**config.mk**
```make
export PLATFORM = sky130hd
export DESIGN_NAME = rd_seq_fifo_flat
export DESIGN_NICKNAME = d
export VERILOG_FILES = /design/src/rtl/rd_seq_pkg.sv /design/src/rtl/rd_seq_fifo_if.sv /design/src/rtl/rd_seq_mem.sv /design/src/rtl/rd_seq_fifo.sv /design/src/flat_wrapper.sv
export SDC_FILE = /design/constraint.sdc
export NUM_CORES = 1
export LEC_CHECK = 0
export ABC_AREA = 1
export CORE_UTILIZATION = 46
export DETAILED_ROUTE_END_ITERATION = 16
export GPL_TIMING_DRIVEN = 1
export PLACE_DENSITY = 0.8
export SYNTH_ARGS = -nofsm -noshare
export SYNTH_HDL_FRONTEND = slang
export SYNTH_SLANG_ARGS = --single-unit
```
**constraint.sdc**
```tcl
create_clock -name clk -period 1.52 [get_ports clk]
set_input_delay 0.152 -clock clk [delete_from_list [all_inputs] [get_ports clk]]
set_output_delay 0.152 -clock clk [all_outputs]
set_load 0.01 [all_outputs]
```
**src/rtl/rd_seq_pkg.sv**
```systemverilog
// Package for the read-sequencer FIFO: sequencer state encoding and the
// default values shared by the top, the ROM and the bus interface.
// Build option: define RD_SEQ_LOOP_EN to enable multi-pass loop counting.
package rd_seq_pkg;

    typedef enum logic [1:0] {
        IDLE = 2'd0,
        RUN  = 2'd1,
        DONE = 2'd2
    } state_t;

    localparam int ADDR_LEN_DEF = 5;
    localparam int DATA_LEN_DEF = 32;
    localparam int PE_ID_DEF    = 0;
    localparam int LOOP_W_DEF   = 8;

endpackage

```
**src/rtl/rd_seq_fifo_if.sv**
```systemverilog
// Control/data bus of the read-sequencer FIFO. The master side issues
// start/restart/rd and the program window; the slave side returns the
// instruction stream and its status.
interface rd_seq_fifo_if
    import rd_seq_pkg::*;
#(
    parameter int ADDR_LEN = ADDR_LEN_DEF,
    parameter int DATA_LEN = DATA_LEN_DEF,
    parameter int LOOP_W   = LOOP_W_DEF
) ();

    logic                start;
    logic                restart;
    logic                noStall;
    logic                rd;
    logic [ADDR_LEN-1:0] startAddr;
    logic [ADDR_LEN-1:0] endAddr;
    logic [LOOP_W-1:0]   loopCnt;
    logic [DATA_LEN-1:0] dataOut;
    logic                dataValid;
    logic [ADDR_LEN-1:0] headAddr;
    logic                busy;
    logic                done;

    modport master (
        output start, restart, noStall, rd, startAddr, endAddr, loopCnt,
        input  dataOut, dataValid, headAddr, busy, done
    );

    modport slave (
        input  start, restart, noStall, rd, startAddr, endAddr, loopCnt,
        output dataOut, dataValid, headAddr, busy, done
    );

endinterface

```
**src/rtl/rd_seq_mem.sv**
```systemverilog
// Synchronous-read instruction ROM, 2^ADDR_LEN x DATA_LEN. The contents are
// a fixed image selected by PE_ID so every processing element sees its own
// program; the word at address a is {PE_ID[7:0], a[7:0], 16'hC0DE ^ a*273}
// truncated or zero-extended to DATA_LEN.
module rd_seq_mem
    import rd_seq_pkg::*;
#(
    parameter int ADDR_LEN = ADDR_LEN_DEF,
    parameter int DATA_LEN = DATA_LEN_DEF,
    parameter int PE_ID    = PE_ID_DEF
) (
    input  logic                clk,
    input  logic                reset,
    input  logic                en,
    input  logic [ADDR_LEN-1:0] addr,
    output logic [DATA_LEN-1:0] q
);

    logic [DATA_LEN-1:0] data_p1;

    // Image generator: pure function of address and PE_ID, maps to a ROM.
    function automatic logic [DATA_LEN-1:0] image_word(input logic [ADDR_LEN-1:0] a);
        logic [31:0] w;
        w = ((32'(PE_ID) & 32'hFF) << 24)
          | ((32'(a) & 32'hFF) << 16)
          | ((32'hC0DE ^ (32'(a) * 32'd273)) & 32'hFFFF);
        return DATA_LEN'(w);
    endfunction

    // Registered read port: the word only changes on an enabled read.
    always_ff @(posedge clk or negedge reset) begin
        if (!reset) begin
            data_p1 <= '0;
        end else if (en) begin
            data_p1 <= image_word(addr);
        end
    end

    assign q = data_p1;

endmodule

```
**src/rtl/rd_seq_fifo.sv**
```systemverilog
// Read-sequencer FIFO: walks a latched program window [startAddr..endAddr]
// of an instruction ROM, one word per accepted read, wrapping modulo the
// buffer depth. With RD_SEQ_LOOP_EN defined the window is replayed
// loopCnt+1 times and the sequencer then parks in DONE; without it the
// window repeats forever and done stays low.
module rd_seq_fifo
    import rd_seq_pkg::*;
#(
    parameter int ADDR_LEN = ADDR_LEN_DEF,
    parameter int DATA_LEN = DATA_LEN_DEF,
    parameter int PE_ID    = PE_ID_DEF,
    parameter int LOOP_W   = LOOP_W_DEF
) (
    input  logic         clk,
    input  logic         reset,
    rd_seq_fifo_if.slave bus
);

    state_t              state_q, state_d;
    logic [ADDR_LEN-1:0] head_q, head_d;
    logic [ADDR_LEN-1:0] cfg_start_q, cfg_start_d;
    logic [ADDR_LEN-1:0] cfg_end_q, cfg_end_d;
    logic                vld_p1, vld_d;
`ifdef RD_SEQ_LOOP_EN
    logic [LOOP_W-1:0]   loop_idx_q, loop_idx_d;
    logic [LOOP_W-1:0]   cfg_loop_q, cfg_loop_d;
`endif

    logic accept;
    logic restart_hit;
    logic pass_end;

    // Restart outranks everything, including a stall, but only once started.
    assign restart_hit = bus.restart && (state_q != IDLE);
    assign accept      = bus.rd && bus.noStall && (state_q == RUN) && !bus.restart;
    assign pass_end    = (head_q == cfg_end_q);

    // State, pointer, latched window and valid flag registers.
    always_ff @(posedge clk or negedge reset) begin
        if (!reset) begin
            state_q     <= IDLE;
            head_q      <= '0;
            cfg_start_q <= '0;
            cfg_end_q   <= '0;
            vld_p1      <= 1'b0;
`ifdef RD_SEQ_LOOP_EN
            loop_idx_q  <= '0;
            cfg_loop_q  <= '0;
`endif
        end else begin
            state_q     <= state_d;
            head_q      <= head_d;
            cfg_start_q <= cfg_start_d;
            cfg_end_q   <= cfg_end_d;
            vld_p1      <= vld_d;
`ifdef RD_SEQ_LOOP_EN
            loop_idx_q  <= loop_idx_d;
            cfg_loop_q  <= cfg_loop_d;
`endif
        end
    end

    // Next-state logic: restart, then stall freeze, then per-state behaviour.
    always_comb begin
        state_d     = state_q;
        head_d      = head_q;
        cfg_start_d = cfg_start_q;
        cfg_end_d   = cfg_end_q;
        vld_d       = vld_p1;
`ifdef RD_SEQ_LOOP_EN
        loop_idx_d  = loop_idx_q;
        cfg_loop_d  = cfg_loop_q;
`endif
        if (restart_hit) begin
            state_d = RUN;
            head_d  = cfg_start_q;
            vld_d   = 1'b0;
`ifdef RD_SEQ_LOOP_EN
            loop_idx_d = '0;
`endif
        end else if (bus.noStall) begin
            // A non-stalled cycle without an accepted read drops valid.
            vld_d = accept;
            case (state_q)
                IDLE: begin
                    if (bus.start) begin
                        state_d     = RUN;
                        cfg_start_d = bus.startAddr;
                        cfg_end_d   = bus.endAddr;
                        head_d      = bus.startAddr;
`ifdef RD_SEQ_LOOP_EN
                        cfg_loop_d  = bus.loopCnt;
                        loop_idx_d  = '0;
`endif
                    end
                end
                RUN: begin
                    if (accept) begin
                        if (pass_end) begin
                            head_d = cfg_start_q;
`ifdef RD_SEQ_LOOP_EN
                            if (loop_idx_q == cfg_loop_q) begin
                                state_d = DONE;
                            end else begin
                                loop_idx_d = loop_idx_q + LOOP_W'(1);
                            end
`endif
                        end else begin
                            // Natural modulo-2^ADDR_LEN wrap of the pointer.
                            head_d = head_q + ADDR_LEN'(1);
                        end
                    end
                end
                default: begin
                    // DONE: only restart or reset leave this state.
                end
            endcase
        end
    end

    rd_seq_mem #(
        .ADDR_LEN (ADDR_LEN),
        .DATA_LEN (DATA_LEN),
        .PE_ID    (PE_ID)
    ) u_mem (
        .clk   (clk),
        .reset (reset),
        .en    (accept),
        .addr  (head_q),
        .q     (bus.dataOut)
    );

    assign bus.dataValid = vld_p1;
    assign bus.headAddr  = head_q;
    assign bus.busy      = (state_q == RUN);
`ifdef RD_SEQ_LOOP_EN
    assign bus.done      = (state_q == DONE);
`else
    assign bus.done      = 1'b0;
`endif

endmodule

```
**src/flat_wrapper.sv**
```systemverilog
// flat-port wrapper written by rule: the top's interface ports become plain ports
module rd_seq_fifo_flat import rd_seq_pkg::*;
#(
    parameter int ADDR_LEN = ADDR_LEN_DEF,
    parameter int DATA_LEN = DATA_LEN_DEF,
    parameter int PE_ID    = PE_ID_DEF,
    parameter int LOOP_W   = LOOP_W_DEF
)
  (clk, reset, bus_start, bus_restart, bus_noStall, bus_rd, bus_startAddr, bus_endAddr, bus_loopCnt, bus_dataOut, bus_dataValid, bus_headAddr, bus_busy, bus_done);
  rd_seq_fifo_if #(.ADDR_LEN(ADDR_LEN), .DATA_LEN(DATA_LEN), .LOOP_W(LOOP_W)) bus_i ();
  input  logic clk;
  input  logic reset;
  input wire logic [$bits(bus_i.start)-1:0] bus_start;
  input wire logic [$bits(bus_i.restart)-1:0] bus_restart;
  input wire logic [$bits(bus_i.noStall)-1:0] bus_noStall;
  input wire logic [$bits(bus_i.rd)-1:0] bus_rd;
  input wire logic [$bits(bus_i.startAddr)-1:0] bus_startAddr;
  input wire logic [$bits(bus_i.endAddr)-1:0] bus_endAddr;
  input wire logic [$bits(bus_i.loopCnt)-1:0] bus_loopCnt;
  output wire logic [$bits(bus_i.dataOut)-1:0] bus_dataOut;
  output wire logic [$bits(bus_i.dataValid)-1:0] bus_dataValid;
  output wire logic [$bits(bus_i.headAddr)-1:0] bus_headAddr;
  output wire logic [$bits(bus_i.busy)-1:0] bus_busy;
  output wire logic [$bits(bus_i.done)-1:0] bus_done;
  assign bus_i.start = bus_start;
  assign bus_i.restart = bus_restart;
  assign bus_i.noStall = bus_noStall;
  assign bus_i.rd = bus_rd;
  assign bus_i.startAddr = bus_startAddr;
  assign bus_i.endAddr = bus_endAddr;
  assign bus_i.loopCnt = bus_loopCnt;
  assign bus_dataOut = bus_i.dataOut;
  assign bus_dataValid = bus_i.dataValid;
  assign bus_headAddr = bus_i.headAddr;
  assign bus_busy = bus_i.busy;
  assign bus_done = bus_i.done;
  rd_seq_fifo #(.ADDR_LEN(ADDR_LEN), .DATA_LEN(DATA_LEN), .PE_ID(PE_ID), .LOOP_W(LOOP_W)) u_core (.clk(clk), .reset(reset), .bus(bus_i));
endmodule
```
### After elaboration in Yosys (flattened, before gate mapping)

Index checks and enable logic that the tools add are counted.
Widths: inputs -> output; s select.

* bitwise operators: 3
* equal/unequal tests: 4
* $mul: 1
* add/subtract/negate cells: 1
* mux-type cells: 12
* reduce and logical (&&, ||, !) cells: 14

Operator list (count)
* $mux 5: 5
* $or 21x16->21: 1
* $mul 5x9->14 const B: 1
* $pmux 5 s2: 1
* $mux 2: 4
* $not 6->8: 1
* $reduce_and 4->1: 2
* $reduce_bool 2->1: 4
* $add 5x1->5 const B: 1
* $eq 5x5->1: 1
* $logic_and 1x1->1: 4
* $ne 3x1->1 const B: 1
* $ne 3x2->1 const B: 1
* $reduce_and 3->1: 1
* $reduce_bool 3->1: 1
* $eq 2x1->1 const B: 1
* $logic_not 2->1: 1
* $mux 1: 2
* $logic_not 1->1: 1
* $not 1->1: 1

* input bits: 24
* word-level logic and storage cells: 41
* register bits: 50
* output and inout bits: 40

### Depth between registers and ports, before layout

Gate-level depths: netlist of the first run.

* word-level depth: 7
* mapped depth: 9
* gate-level depth less buffers: 8

### By module

Synthesis of the first run repeated with hierarchy kept, for this count alone.

* cell total of the unflattened synthesis: 235
* area, all modules: 1984.4 um2

Modules (own cells, without submodules)
* rd_seq_fifo: instances 1, cells an instance 128, sequential area each 425.4 um2, area each 1043.5 um2
* rd_seq_mem: instances 1, cells an instance 107, sequential area each 475.5 um2, area each 940.9 um2

### Worst setup path after synthesis of the first run

Ideal clock, no wire load.

* kind: reg2reg
* start: reg u_core.head_q[4], in the netlist u_core.bus.headAddr[4]
* end: reg u_core.u_mem.data_p1[9], in the netlist u_core.u_mem.q[9]
* stages on the path, launching flop included: 8
* arrival: 1306 ps
* slack: 87 ps
* library setup time: 127 ps
* data required time: 1393 ps
* clock period less this slack: 1433 ps
* path buffers: 0
* cell sequence: dfrtp_1 ha_1 nand2_1 inv_1 ha_1 nand3_1 xnor2_1 o21ai_0

* longest elaborated chain between the ends: 2

Ends and longest elaborated chain
* start: declaration: RTL line rd_seq_fifo.sv:20 `logic [ADDR_LEN-1:0] head_q, head_d;`
* start signal: assignment: RTL line rd_seq_fifo.sv:42 `head_q <= '0;`
* start signal: assignment: RTL line rd_seq_fifo.sv:52 `head_q <= head_d;`
* $mul 5x9->14: RTL line rd_seq_mem.sv:26 `| ((32'hC0DE ^ (32'(a) * 32'd273)) & 32'hFFFF);`
* $or 21x16->21: RTL line rd_seq_mem.sv:26
* end signal: assignment: RTL line rd_seq_mem.sv:35 `data_p1 <= image_word(addr);`
* end: declaration: RTL line rd_seq_mem.sv:19 `logic [DATA_LEN-1:0] data_p1;`

Every way passes these cells.
A chain may end at the register's enable or synchronous reset.

### Final worst setup path of the first run

* start: reg u_core.head_q[3], in the netlist u_core.bus.headAddr[3]
* end: out bus_headAddr[3]

RTL lines
* end: declaration: RTL line flat_wrapper.sv:22 `output wire logic [$bits(bus_i.headAddr)-1:0] bus_headAddr;`

No word-level cell between the ends.

==> results of run 1 <==
-- worst max path at each step --
stage,startpoint,slack (ns),to
finish,u_core.bus.headAddr[3],0.06,bus_headAddr[3]
CTS,u_core.bus.headAddr[2],0.006,bus_headAddr[2]
global route,u_core.bus.headAddr[0],0.008,u_core.bus.headAddr[4]
detailed placement,bus_restart,-0.008,u_core.u_mem.q[6]
global placement,bus_restart,0.05,u_core.u_mem.q[12]
floorplan,u_core.bus.headAddr[4],0.09,u_core.u_mem.q[9]
-- state kept, by name, indices dropped and copies added (netlist names) --
name                  cells
u_core.u_mem.q           19
u_core.bus.headAddr       5
u_core.cfg_end_q          5
u_core.cfg_start_q        5
u_core.bus.dataValid      1
u_core.state_q            1
-- layout make-up --
| cell class | instances | share of cell area [%] |
|---|---|---|
| clock inverters | 3 | 1.658 |
| flip-flops and latches | 36 | 35.30 |
| inverters | 25 | 3.754 |
| clock buffers | 5 | 2.682 |
| multi-input cells | 150 | 32.96 |
| well taps | 50 | 2.438 |
| repair buffers | 58 | 21.21 |
-- layout by cell type (no fill, tap or decap), drive strengths merged --
cell            n
xnor2           5
buf            15
nand3          11
dlygate4sd2     1
clkinv          1
conb           12
bufinv          1
a21oi          13
o21ai          22
or2             1
nor3            1
clkinvlp        1
dfrtp          36
ha              4
xor2            4
o22ai           5
nor2           13
nand4           5
mux2            2
inv            25
nand3b          1
clkdlybuf4s50  41
dlymetal6s2s    1
clkbuf          5
nand2          51
-- kinds of logic after synthesis --
logic type,after synthesis
simple gates,83
buf+inv,47
compound gates,40
flops,36
xor+xnor,9
fa+ha+maj,4
mux,2
other cells,1
-- repair_timing --
action / 4_1_cts / 5_1_grt
setup endpoints to repair: 4 / 5
buffers inserted: 0 / 2
gates resized for setup: 4 / 4
hold buffers: 0 / 0
-- layer usage --
| metal | GRT usage, % | up-vias | part of all wire [%] |
|---|---|---|---|
| met3 | 5.405 | 6 | 5.4 |
| met2 | 33.63 | 56 | 50 |
| met1 | 22.21 | 738 | 43 |
| met4 | 5.851 | 0 | 1.2 |
| met5 | 0 | - | 0 |
| li1 | - | 795 | - |
-- power by group --
group | switching (µW) | total [µW] | internal (µW)
Sequential | 103 | 1200 | 1090
Combinational | 424 | 898 | 474
Clock | 346 | 831 | 485
-- per-stage QoR --
stage | utilization, % | power (µW) | instance area (µm²)
2_1_floorplan | - | 1691 | 1996
3_3_place_gp | 60.06 | 2070 | 2420
6_report | 63.70 | 2925 | 2566
3_5_place_dp | 60.06 | 2101 | 2420
4_1_cts | 62.89 | 2936 | 2534
5_1_grt | 63.70 | 3105 | 2566
==> flow_summary_export.csv, run 1 <==
group,metric,value,unit
critical_path,cp_top_family,"buffers and inverters",
global_route,grt.overflow.total,0,
yosys,syn_inst,222,
placement,gp_congestion,0.8755,
flow_run,max_cap_violations,0,
yosys,synth_top_area_cell,"dfrtp_1",
floorplanning,dieArea,4513,µm²
critical_path,start_kind,"register",
yosys,syn-cell-area,1954,µm²
timing,setup_ws,0.05869,ns
yosys,ys_types,31,
global_route,grt_max_degree,37,
yosys,synth_xor_area_share,4.417,%
routing,drt_iter0_drc,105,
timing,finalSetupViolCount,0,
global_route,antenna_found_initial,0,
floorplanning,rows,23,
cts,htree_levels,2,
hold_path,hp-class,"in -> async",
cts,cts_sinks,36,
cts,root_buffer,"clkbuf_8",
routing,drc,0,
critical_path,r2r_end,"u_core.bus.headAddr[0]",
yosys,synth_compound_area_share,10.56,%
routing,drtAntennaViolNets,0,
cells_and_area,fill_cells,365,
yosys,synth_top_family_by_area,"simple AND/OR/NAND/NOR gates",
power,p_leak,0.001232,µW
critical_path,rrSetupSlack,0.14,ns
timing,clock_skew,0.003504,ns
outcome,status,"completed",
yosys,synth.area.top_cells,"dfrtp_1 (46%), nand2_1 (8.8%), buf_4 (5.8%), o21ai_0 (4.9%), inv_1 (4.0%)",
global_route,grt_pass1_wl,6486,µm
cts,clockBufferDepth,2,
cts,cts_buffers,5,
yosys,synth.avg_cell_area,8.803,µm²
timing,rsz0062_at_grt,"no",
critical_path,path_buf_inv,1,
global_route,grt_pass1_vias,1504,
critical_path,path_max_fanout,7,
placement,portBuffers,43,
global_route,grt_usage,19.06,%
yosys,ys_seq_elements,36,
routing,vias,1595,
cts,clkTransAtPathRegs,0.07,ns
placement,pre_cts_ws,-0.007665,ns
placement,dpl.hpwl,2831,µm
yosys,netlist_top_cells_count,"nand2_1 (46), dfrtp_1 (36), inv_1 (21)",
timing,fin_crit_sh,96.14,%
yosys,async_reset_ff_share,100.0,%
cts,clkLatencyLatePin,0.28,ns
yosys,yosysMostFrequentCell,"nand2_1",
cells_and_area,drive_gt1_share,16.97,%
floorplanning,start_util,48.51,%
floorplanning,io_pins,64,
critical_path,rr_worst_depth,8,
placement,placed_cells,317,
critical_path,required,1.37,ns
routing,dr.pass1.iters,4,
yosys,ys_warn_count,0,
critical_path,slowest_delay,0.57,ns
timing,slew_viol_final,0,
cells_and_area,regArea,905.9,µm²
cells_and_area,area_delta_synth_final,31.31,%
cells_and_area,fin_nets,304,
cells_and_area,fin_cells,327,
critical_path,crit_slowest_cell,"clkdlybuf4s50_1",
timing,fmax,684.3,MHz
cells_and_area,antenna_cells,0,
routing,wirelength,3776,µm
yosys,synth-adder-area-share,2.561,%
critical_path,end_kind,"primary output",
power,vdd_drop_max,0.4455,mV
critical_path,cp.arrival,1.31,ns
cts,cts_tree,"built",
critical_path,rr_startpoint,"u_core.bus.headAddr[0]",
yosys,synth.top_cell.area_share,46.09,%
routing,via_per_inst,4.878,
timing,layout_min_cycle_time,1.461,ns
critical_path,cp.depth,1,
floorplanning,core,4029,µm²
routing,wl_per_cell,11.55,µm
timing,whs,0.2856,ns
yosys,synth_edf_count,0,
yosys,ys.flop_type,"dfrtp_1",
timing,setup_tns,0,ns
yosys,muxShareOfSynthArea,1.152,%
critical_path,cp_cell_sequence,"clkdlybuf4s50_1",
critical_path,path_class,"reg -> out",
yosys,ys_seq_area_share,46.09,%
floorplanning,dieWidth,67.18,µm
timing,hold_viol,0,
cells_and_area,multi_input_area,845.8,µm²
power,cellPowerDensity,1140,nW/µm²
yosys,yosys.area_share.simple,21.57,%
floorplanning,die_y,67.18,µm
(Power assumes the default switching activity.)
==> run 2, diff against run 1 <==
--- a/config.mk
+++ b/config.mk
@@ -6,6 +6,8 @@
 export NUM_CORES = 1
 export LEC_CHECK = 0
 export ABC_AREA = 1
+export CORE_ASPECT_RATIO = 2
+export CORE_MARGIN = 4
 export CORE_UTILIZATION = 46
 export DETAILED_ROUTE_END_ITERATION = 16
 export GPL_TIMING_DRIVEN = 1
==> run 2 against run 1 <==
Net effect: sequential power hardly changed; core utilization hardly changed; flip-flop and latch count stayed put; register-to-register slack worse by 0.07 ns; worst setup slack worse by 0.018 ns; global-route usage is 2.7 points lower; critical path type unchanged.
==> flow_summary_export.csv, run 2 (synthesis gave the netlist of run 1 again) <==
group,metric,value,unit
critical_path,rrSetupSlack,0.07,ns
floorplanning,core,4088,µm²
global_route,grt.overflow.total,0,
cts,clockBufferDepth,2,
critical_path,r2r_end,"u_core.u_mem.q[9]",
cts,root_buffer,"clkbuf_8",
cts,cts_sinks,36,
floorplanning,io_pins,64,
routing,dr.pass1.iters,4,
cells_and_area,antenna_cells,0,
critical_path,rr_startpoint,"u_core.bus.headAddr[4]",
timing,hold_viol,0,
power,cellPowerDensity,1131,nW/µm²
critical_path,path_class,"reg -> out",
routing,drtAntennaViolNets,0,
critical_path,required,1.37,ns
power,total_power,2945,µW
cts,clkLatencyLatePin,0.29,ns
timing,fin_crit_sh,97.29,%
cts,cts_buffers,5,
outcome,status,"completed",
routing,vias,1595,
floorplanning,dieArea,5419,µm²
critical_path,start_kind,"register",
cts,clkTransAtPathRegs,0.07,ns
critical_path,path_buf_inv,1,
power,p_leak,0.001241,µW
cells_and_area,fill_cells,342,
timing,clock_skew,0.004055,ns
routing,wirelength,4107,µm
cts,htree_levels,2,
cells_and_area,area_delta_synth_final,33.29,%
placement,gp_congestion,0.8388,
cells_and_area,drive_gt1_share,17.03,%
floorplanning,dieWidth,54.09,µm
critical_path,rr_worst_depth,8,
global_route,grt_pass1_vias,1517,
routing,via_per_inst,4.863,
hold_path,hp-class,"in -> async",
routing,wl_per_cell,12.52,µm
floorplanning,start_util,47.81,%
routing,drt_iter0_drc,33,
timing,finalSetupViolCount,0,
critical_path,cp_cell_sequence,"clkdlybuf4s50_1",
flow_run,max_cap_violations,0,
critical_path,cp.arrival,1.33,ns
placement,portBuffers,43,
global_route,grt_pass1_wl,6472,µm
critical_path,path_max_fanout,9,
cells_and_area,final_common_cell,"nand2_1",
cells_and_area,fin_nets,303,
critical_path,crit_slowest_cell,"clkdlybuf4s50_1",
global_route,antenna_found_initial,0,
cts,ctsHoldBuffers,0,
cells_and_area,fin_util,63.73,%
cts,cts_tree,"built",
timing,slew_viol_final,0,
timing,layout_min_cycle_time,1.479,ns
power,vdd_drop_max,0.9854,mV
critical_path,end_kind,"primary output",
timing,fmax,676.2,MHz
global_route,grt_max_degree,37,
placement,dpl.hpwl,3004,µm
cells_and_area,layout_common_cells,"nand2_1 (46), clkdlybuf4s50_1 (41), dfrtp_1 (32)",
routing,drc,0,
floorplanning,rows,33,
cells_and_area,largest_reg_flops,19,
timing,whs,0.2389,ns
floorplanning,die_y,100.2,µm
global_route,grt_usage,16.32,%
critical_path,slowest_delay,0.58,ns
critical_path,cp_top_family,"buffers and inverters",
## run 2: cell types whose count changed in the layout (fill, tap and decap cells not counted)
cell,previous run,this run
xor2_1,4,3
clkinvlp_4,1,0
nand3_1,9,8
xor2_2,0,1
nand3_2,1,2
ha_2,1,0
clkbuf_1,0,1
buf_4,15,12
ha_4,0,1
buf_12,0,2
## run 2: cell type report
type / instances / area [µm²] / area share [%]
Multi-Input combinational cell: 150 / 868.3 / 33.33
Timing Repair Buffer: 57 / 561.8 / 21.57
Inverter: 25 / 96.34 / 3.698
Tap cell: 52 / 65.06 / 2.498
Sequential cell: 36 / 905.9 / 34.77
Clock inverter: 2 / 35.03 / 1.345
Clock buffer: 6 / 72.57 / 2.786
## run 2: stage by stage
stage	instance area [µm²]	TNS, ns	worst slack, ns	cells
floorplan	1996	0	0.08708	233
global placement	2417	0	0.05710	315
detailed placement	2417	0	0.02784	315
CTS	2536	0	0.004149	324
global route	2605	-0.005761	-0.005761	328
finish	2605	0	0.04113	328
## run 2: worst max path at each step
| stage | from | to | cells after the start |
|---|---|---|---|
| 2_1_floorplan | u_core.bus.headAddr[4] | u_core.u_mem.q[9] | 7 |
| 3_3_place_gp | bus_restart | u_core.u_mem.q[12] | 6 |
| 3_5_place_dp | bus_restart | u_core.u_mem.q[2] | 6 |
| 4_1_cts | u_core.bus.headAddr[4] | bus_headAddr[4] | 2 |
| 5_1_grt | u_core.bus.headAddr[4] | u_core.u_mem.q[12] | 7 |
| 6_report | u_core.state_q[0] | bus_busy | 1 |
## run 2: power breakdown
group	internal [µW]	switching [µW]	total, µW
Sequential	1090	104	1200
Clock	486	327	813
Combinational	487	447	934
Total	2070	878	2940
## run 2: what timing repair did
action                                  CTS  global route
endpoints found under the setup margin    6             8
pin swaps                                 0             1
buffers inserted                          1             4
gates resized for setup                   5             6
## run 2: routing by layer
metal  up-vias  track usage (%)  share of wire (%)
li1        789                -                  -
met1       731            16.04                 35
met2        59            29.63                 57
met3        16            3.566                5.4
met4         0            8.829                2.6
met5         -                0                  0
==> run 3, diff against run 2 <==
--- a/config.mk
+++ b/config.mk
@@ -6,12 +6,14 @@
 export NUM_CORES = 1
 export LEC_CHECK = 0
 export ABC_AREA = 1
+export CELL_PAD_IN_SITES_DETAIL_PLACEMENT = 0
+export CELL_PAD_IN_SITES_GLOBAL_PLACEMENT = 1
 export CORE_ASPECT_RATIO = 2
 export CORE_MARGIN = 4
-export CORE_UTILIZATION = 46
+export CORE_UTILIZATION = 33
 export DETAILED_ROUTE_END_ITERATION = 16
 export GPL_TIMING_DRIVEN = 1
-export PLACE_DENSITY = 0.8
+export PLACE_DENSITY_LB_ADDON = 0.1
 export SYNTH_ARGS = -nofsm -noshare
 export SYNTH_HDL_FRONTEND = slang
 export SYNTH_SLANG_ARGS = --single-unit
==> run 3 against run 2 <==
Net effect: worst setup slack better by 0.037 ns; worst hold slack better by 0.016 ns; largest power group unchanged; highest routed layer unchanged; largest cell class unchanged; sequential power about the same; global-route usage down 4.3 points; maximum frequency increased by 2.6%; clock-buffer cell count stayed put; combinational power is 2.5% lower; core utilization shrank 17 points; critical path depth unchanged; via count decreased by 1.7%; critical endpoint is now bus_headAddr[1].
==> flow_summary_export.csv, run 3 (synthesis gave the netlist of run 1 again) <==
group,metric,value,unit
cts,cts_sinks,36,
flow_run,max_cap_violations,0,
critical_path,path_max_fanout,7,
power,cellPowerDensity,1226,nW/µm²
timing,finalSetupViolCount,0,
cells_and_area,final_common_cell,"nand2_1",
critical_path,cp_cell_sequence,"clkdlybuf4s50_1",
cts,htree_levels,2,
floorplanning,dieWidth,62.42,µm
critical_path,path_class,"reg -> out",
global_route,grt_pass1_wl,6927,µm
floorplanning,dieArea,7292,µm²
critical_path,start_kind,"register",
cells_and_area,drive_gt1_share,16.00,%
timing,hold_viol,0,
power,p_leak,0.001263,µW
critical_path,cp.arrival,1.29,ns
placement,portBuffers,43,
timing,rsz0062_at_grt,"no",
cts,clockBufferDepth,2,
cts,clkLatencyLatePin,0.27,ns
timing,layout_min_cycle_time,1.442,ns
cts,cts_tree,"built",
cells_and_area,fin_util,46.46,%
routing,drtAntennaViolNets,0,
outcome,status,"completed",
routing,wirelength,4260,µm
timing,fin_crit_sh,94.87,%
floorplanning,io_pins,64,
critical_path,end_kind,"primary output",
routing,wl_per_cell,12.68,µm
placement,dpl.hpwl,3225,µm
cells_and_area,antenna_cells,0,
critical_path,cp_top_family,"buffers and inverters",
timing,setup_tns,0,ns
global_route,antenna_found_initial,0,
critical_path,rr_startpoint,"u_core.bus.headAddr[0]",
critical_path,path_buf_inv,1,
global_route,grt_max_degree,37,
global_route,grt.overflow.total,0,
placement,gp_congestion,0.8067,
cts,root_buffer,"clkbuf_16",
power,vdd_drop_max,0.8950,mV
critical_path,required,1.37,ns
timing,fmax,693.5,MHz
routing,drt_iter0_drc,56,
routing,drc,0,
critical_path,slowest_delay,0.57,ns
cts,clkTransAtPathRegs,0.06,ns
timing,slew_viol_final,0,
cells_and_area,largest_reg_flops,19,
critical_path,crit_start,"u_core.bus.headAddr[1]",
cts,cts_buffers,5,
hold_path,hp-class,"in -> async",
global_route,grt_usage,12.03,%
cells_and_area,area_delta_synth_final,35.72,%
global_route,grt_pass1_vias,1506,
routing,vias,1568,
floorplanning,start_util,34.23,%
routing,via_per_inst,4.667,
critical_path,crit_slowest_cell,"clkdlybuf4s50_1",
cells_and_area,fin_nets,302,
cells_and_area,layout_common_cells,"nand2_1 (46), clkdlybuf4s50_1 (41), dfrtp_1 (33)",
floorplanning,core,5709,µm²
floorplanning,rows,39,
timing,clock_skew,0.003238,ns
floorplanning,die_y,116.8,µm
routing,dr.pass1.iters,4,
## run 3: cell types whose count changed in the layout (fill, tap and decap cells not counted), sizes merged
cell  change
buf       -1
## run 3: what timing repair did
item                                    in CTS  in global routing
pin swaps                                    0                  1
buffers inserted                             0                  1
hold buffers                                 0                  0
endpoints found under the setup margin       3                  4
resized for setup                            4                  5
## run 3: power by group
group	internal [µW]	switching, µW	total [µW]
Sequential	1100	99.7	1190
Clock	771	376	1150
Combinational	482	429	911
## run 3: layer usage
metal / up-vias / track usage (%) / routed length, µm
li1: 790 / - / -
met1: 739 / 11.00 / 1505
met2: 35 / 24.10 / 2486
met3: 4 / 2.674 / 214
met4: 0 / 6.091 / 54
met5: - / 0 / 0
## run 3: final timing paths
check                                         end  slack [ns]  depth (start not counted)
max                               bus_headAddr[1]        0.08                          1
max in group asynchronous  u_core.bus.headAddr[2]        1.07                          2
min in group clk              u_core.cfg_end_q[2]        0.46                          3
max reg2reg                u_core.bus.headAddr[1]        0.12                          8
min                            u_core.u_mem.q[16]        0.25                          2
min reg2reg                     u_core.u_mem.q[9]        0.48                          2
## run 3: per-stage QoR
stage | hold WS, ns | instances | worst slack, ns | power, µW | instance area (µm²)
after global routing | 0.2755 | 336 | 0.01937 | 3437 | 2653
after detailed placement | 0.4719 | 327 | 0.006026 | 2120 | 2451
after CTS | 0.2581 | 335 | 0.01450 | 3293 | 2620
after floorplan | -0.1436 | 233 | 0.08708 | 1691 | 1996
final | 0.2545 | 336 | 0.07794 | 3252 | 2653
after global placement | 0.4659 | 327 | 0.008345 | 2115 | 2451
## run 3: final cells by class
cell class	count	area [µm²]
clock buffer	6	128.9
timing repair buffer	56	558.0
fill	586	3057
inverter	25	96.34
tap	61	76.32
multi-input combinational	150	853.3
sequential	36	904.6
clock inverter	2	35.03
